$ cat config.mk
export PLATFORM = sky130hd
export DESIGN_NAME = clk_div_any
export DESIGN_NICKNAME = d
export VERILOG_FILES = /design/src/rtl/clk_div_any.sv
export SDC_FILE = /design/constraint.sdc
export NUM_CORES = 1
export LEC_CHECK = 0
export BUFFER_PORTS_ARGS = -buffer_cell sky130_fd_sc_hd__clkbuf_2
export CORE_MARGIN = 10
export CORE_UTILIZATION = 40
export DETAILED_ROUTE_END_ITERATION = 8
export GPL_TIMING_DRIVEN = 0
export PLACE_DENSITY_LB_ADDON = 0.08
export SYNTH_ARGS = -nofsm -noshare
export SYNTH_HDL_FRONTEND = slang
export SYNTH_SLANG_ARGS = --single-unit
$ cat constraint.sdc
create_clock -name clk -period 6.72 [get_ports clk]
set_clock_uncertainty 0.05 [all_clocks]
set_input_delay 0.336 -clock clk [delete_from_list [all_inputs] [get_ports clk]]
set_output_delay 0.336 -clock clk [all_outputs]
set_load 0.02 [all_outputs]
$ cat src/rtl/clk_div_any.sv
// Programmable 50%-duty clock divider, any N in [1, 2^WIDTH-1].
// N reloads glitch-free at period boundaries via a load handshake.
module clk_div_any #(
  parameter int WIDTH   = 8,
  parameter int RESET_N = 2
) (
  input  logic             clk,
  input  logic             reset,
  input  logic             enable,
  input  logic [WIDTH-1:0] n_in,
  input  logic             n_load,
  output logic             clk_out,
  output logic             tick,
  output logic [WIDTH-1:0] n_active,
  output logic             busy,
  output logic             n_err
);

  localparam logic [WIDTH-1:0] RST_N = WIDTH'(RESET_N);

  logic [WIDTH-1:0] cnt_q, cnt_d;
  logic [WIDTH-1:0] nact_q, nact_d;
  logic [WIDTH-1:0] pend_q, pend_d;
  logic             p_q, p_d;
  logic             q_q;
  logic             run_q, run_d;
  logic             tick_q, tick_d;
  logic             busy_q, busy_d;
  logic             err_q, err_d;
  logic             load_ok, wrap, apply;
  logic [WIDTH:0]   half;

  always_comb begin
    load_ok = n_load && (n_in != '0);
    wrap    = (cnt_q == nact_q - 1'b1);
    // disabled: pending N applies at once, no boundary needed
    apply   = busy_q && (!enable || (run_q && wrap));
    nact_d  = apply ? pend_q : nact_q;
    pend_d  = load_ok ? n_in : pend_q;
    busy_d  = load_ok || (busy_q && !apply);
    err_d   = n_load && (n_in == '0);
    run_d   = enable;
    cnt_d   = cnt_q + 1'b1;
    if (!enable || !run_q || wrap) begin
      cnt_d = '0;
    end
    half    = ({1'b0, nact_d} + (WIDTH+1)'(1)) >> 1;
    p_d     = enable && ({1'b0, cnt_d} < half);
    tick_d  = enable && (cnt_d == '0);
  end

  always_ff @(posedge clk or posedge reset) begin
    if (reset) begin
      cnt_q  <= '0;
      nact_q <= RST_N;
      pend_q <= '0;
      p_q    <= 1'b0;
      run_q  <= 1'b0;
      tick_q <= 1'b0;
      busy_q <= 1'b0;
      err_q  <= 1'b0;
    end else begin
      cnt_q  <= cnt_d;
      nact_q <= nact_d;
      pend_q <= pend_d;
      p_q    <= p_d;
      run_q  <= run_d;
      tick_q <= tick_d;
      busy_q <= busy_d;
      err_q  <= err_d;
    end
  end

  // half-cycle delayed copy gives odd-N 50% duty
  always_ff @(negedge clk or posedge reset) begin
    if (reset) begin
      q_q <= 1'b0;
    end else begin
      q_q <= p_q;
    end
  end

  always_comb begin
    if (nact_q == WIDTH'(1)) begin
      clk_out = clk & enable;
    end else if (nact_q[0]) begin
      clk_out = p_q & q_q;
    end else begin
      clk_out = p_q;
    end
  end

  assign tick     = tick_q & enable;
  assign n_active = nact_q;
  assign busy     = busy_q;
  assign n_err    = err_q;

endmodule
# ---- Yosys cells after proc, flatten, opt, wreduce, memory -nomap -nowiden
# Index checks and enable logic that the tools add are counted.
# Widths: inputs -> output; s select.
dict set report totals {
  reg_bits 30
  in_bits 12
  out_inout_bits 12
  wordCells 39
}
dict set report op_classes {
  n_addsub 3
  order_cmp 1
  eq_ne 2
  n_mux 4
  n_bitwise 3
  n_reduce_logical 17
}
# cell count
set op_table {}
lappend op_table {{$logic_not 8->1} 2}
lappend op_table {{$mux 8} 2}
lappend op_table {{$add 8x1->9 const B} 1}
lappend op_table {{$add 8x1->8 const B} 1}
lappend op_table {{$eq 8x1->1 const B} 1}
lappend op_table {{$eq 8x8->1} 1}
lappend op_table {{$lt 8x8->1} 1}
lappend op_table {{$reduce_bool 8->1} 1}
lappend op_table {{$sub 8x1->8 const B} 1}
lappend op_table {{$logic_and 1x1->1} 7}
lappend op_table {{$logic_or 1x1->1} 4}
lappend op_table {{$and 1x1->1} 3}
lappend op_table {{$logic_not 1->1} 3}
lappend op_table {{$mux 1} 2}

# ---- Logic depth before layout (Yosys ltp)
dict set report logic_depth {
  ltp_word 9
  mapped_depth 25
  mapped_depth_nobuf 21
}

==> flow_summary.toml <==
[synth]
synth_fa_ha_area_frac = 0.0646
syn-instance-count = 238
syn-num-nets = 261
synthSimpleGateAreaFrac = 0.232
ys_top_cells_by_area = "dfrtp_1 33%, xnor2_1 8.6%, nand2_1 6.9%, ha_1 6.5%, mux2_4 4.2%"
postSynth.asyncResetShare = 1.00
synth_edf_count = 0
yosys_most_used_dff = "dfrtp_1"
synthMuxAreaShare = 0.0869
ys_seq_area_frac = 0.353
synth.distinct_cells = 42
synth_xor_area_frac = 0.119
yosysTopAreaCellShare = 0.329
synth_compound_area_frac = 0.0928
synth_area_um2 = 2130
yosysWarnings = 0
syn_avg_cell_area_um2 = 8.95
ys_ff_latch = 30
synth_top_cell_by_area = "dfrtp_1"
synthTopCellsByCount = "39 x nand2_1, 28 x dfrtp_1, 21 x xnor2_1"
yosysMostFrequentCell = "nand2_1"
synth_top_family_by_area = "simple AND/OR/NAND/NOR gates"

[grt]
grtUsageTotal = 0.130
grt_pass1_vias = 1853
grt_pass1_wl_um = 8960
grt_max_degree = 31
grt_overflow = 0
antenna_found_initial = 0

[sta]
slew_headroom = 0.207
period_share = 0.842
setup_violations = 0
period_needed_ns = 5.66
hold_viol_final = 0
slew_viol_final = 0
max_freq_ghz = 0.177
rsz0062_at_grt = "false"
fin_tns_setup_ns = 0
tightest_slew_ns = 1.19

[route]
drc = 0
drt_iter0_drc = 115
vias = 1772
dr.pass1.iters = 4
wl_per_cell_um = 15.5
drtAntennaViolNets = 0
routed_wl_um = 5280
via_per_inst = 5.20

[power_and_ir_drop]
powerDensity_nw_per_um2 = 263
clock_power_share = 0.374
p_leak_nw = 1.13
p_int_uw = 441
swShare = 0.326
pwr-share-seq = 0.339
switchingPower_uw = 213
power_frac_comb = 0.287
ir_drop_mv = 0.131
total_power_uw = 654

[worst_setup_path]
critPathArrivalTime_ns = 5.94
worstSetupStartpointType = "flip-flop"
path_cells = "clkbuf_1 -> inv_1 -> ha_1 -> clkbuf_1 -> o21bai_1 -> a211oi_1 -> o21ai_0 -> nand2_1 -> and4_4 -> o21ai_4 -> buf_6 -> mux2_4 -> ha_1 -> clkbuf_1 -> nand3_1 -> nor2_1 -> nand3_1 -> mux2_2 -> ha_1 -> a211o_1 -> a2111oi_0 -> nand2_1 -> a21oi_1 -> a211o_1"
cp-end-kind = "flip-flop"
crit_family = "compound AO/OA/AOI/OAI gates"
slowest_delay_ns = 0.57
worst-path-buf-inv = 5
r2r_setup_slack_ns = 1.06
crit_path_top_delay_cell = "a2111oi_0"
crit_type = "reg -> reg"
crit_fanout = 10
cp.required_ns = 7.00

[floorplan]
die_height_um = 93.0
core-area_um2 = 5140
placement_rows = 26
ios = 24
die-area_um2 = 8650
start_util = 0.415
die_x_um = 93.0

[finish]
final_util = 0.484
nets = 293
drive_gt1_frac = 0.196
diodes = 0
syn_to_final_growth_pct = 16.7

[cts]
cts_tree = "built"
clock_latency_ns = 0.39
cts_resized = 0
post-cts-setup-buffers = 0
clkTransAtPathRegs_ns = 0.07
hold_buffers = 0

[placed_design]
gp_congestion = 0.780
io_buffers = 22
dp_hpwl_um = 3850

[job]
max-cap-violations = 0

[worst_hold_path]
min_path_type = "in -> reg"

[outcome]
status = "finished clean"
## worst paths after layout
| path | to | start | depth (start not counted) |
|---|---|---|---|
| worst min register to register | tick_q | run_q | 1 |
| worst min-delay path | run_q | enable | 1 |
| max in group asynchronous | q_q | reset | 2 |
| worst max register to register | p_q | n_active[0] | 24 |
| min in group asynchronous | pend_q[2] | reset | 2 |
| worst max-delay path | p_q | n_active[0] | 24 |
## layer usage
metal  global-route usage  share of wire  up-vias
met5                    0              0        -
met4               0.0694          0.024        0
met3               0.0368          0.038       12
met2                0.180           0.42       35
met1                0.176           0.52      840
li1                     -              -      885
## per-stage QoR
step | cell area (um2) | hold WS [ns] | setup WS [ns] | instances
floorplan | 2130 | 0.317 | 1.86 | 238
global placement | 2330 | 0.407 | 1.17 | 330
detailed placement | 2330 | 0.410 | 1.19 | 330
CTS | 2490 | 0.00112 | 1.14 | 341
global route | 2490 | 0.00676 | 0.478 | 341
finish | 2490 | 0.0123 | 1.06 | 341
## state kept, by name, summed over array words and instances, names as in the netlist
register  count
cnt_q         8
n_err         1
tick_q        1
run_q         1
busy          1
pend_q        8
p_q           1
q_q           1
n_active      8
## logic make-up after synthesis
group,Yosys count
xor gates and xnor gates,29
buffers and inverters,24
muxes,15
adders and majority gates,11
AOI/OAI and AO/OA,28
DFF,30
and+or+nand+nor,101
## area by class of cell
class,count,area (um2)
fillers,539,2650
multi-input cells,184,1270
plain buffers,17,83.8
well taps,70,87.6
inverters,7,26.3
flip-flops and latches,30,752
clock buffers,11,133
clock inverters,1,30.0
repair buffers,21,105
## power by group through the flow
stage | Clock, mW | Combinational, mW | Sequential (mW)
3_5_place_dp | 0.00724 | 0.187 | 0.224
2_1_floorplan | 0.00550 | 0.128 | 0.231
4_1_cts | 0.252 | 0.189 | 0.221
6_report | 0.244 | 0.188 | 0.221
5_1_grt | 0.264 | 0.211 | 0.224
3_3_place_gp | 0.00724 | 0.186 | 0.224
## cell usage in the layout, fill, tap and decap left out, types with 3 or more instances in the layout
| cell type | instances |
|---|---|
| a21oi_1 | 5 |
| a31oi_1 | 5 |
| and2_1 | 3 |
| and3_1 | 3 |
| buf_2 | 4 |
| clkbuf_1 | 12 |
| clkbuf_2 | 22 |
| clkbuf_8 | 9 |
| dfrtp_1 | 28 |
| ha_1 | 11 |
| inv_1 | 7 |
| mux2_2 | 4 |
| mux2_4 | 6 |
| mux2i_1 | 5 |
| nand2_1 | 39 |
| nand3_1 | 15 |
| nand3b_1 | 3 |
| nand4_1 | 4 |
| nor2_1 | 16 |
| nor3_1 | 6 |
| nor4_1 | 4 |
| o21ai_0 | 5 |
| xnor2_1 | 21 |
| xor2_1 | 8 |
(Power assumes the default switching activity.)
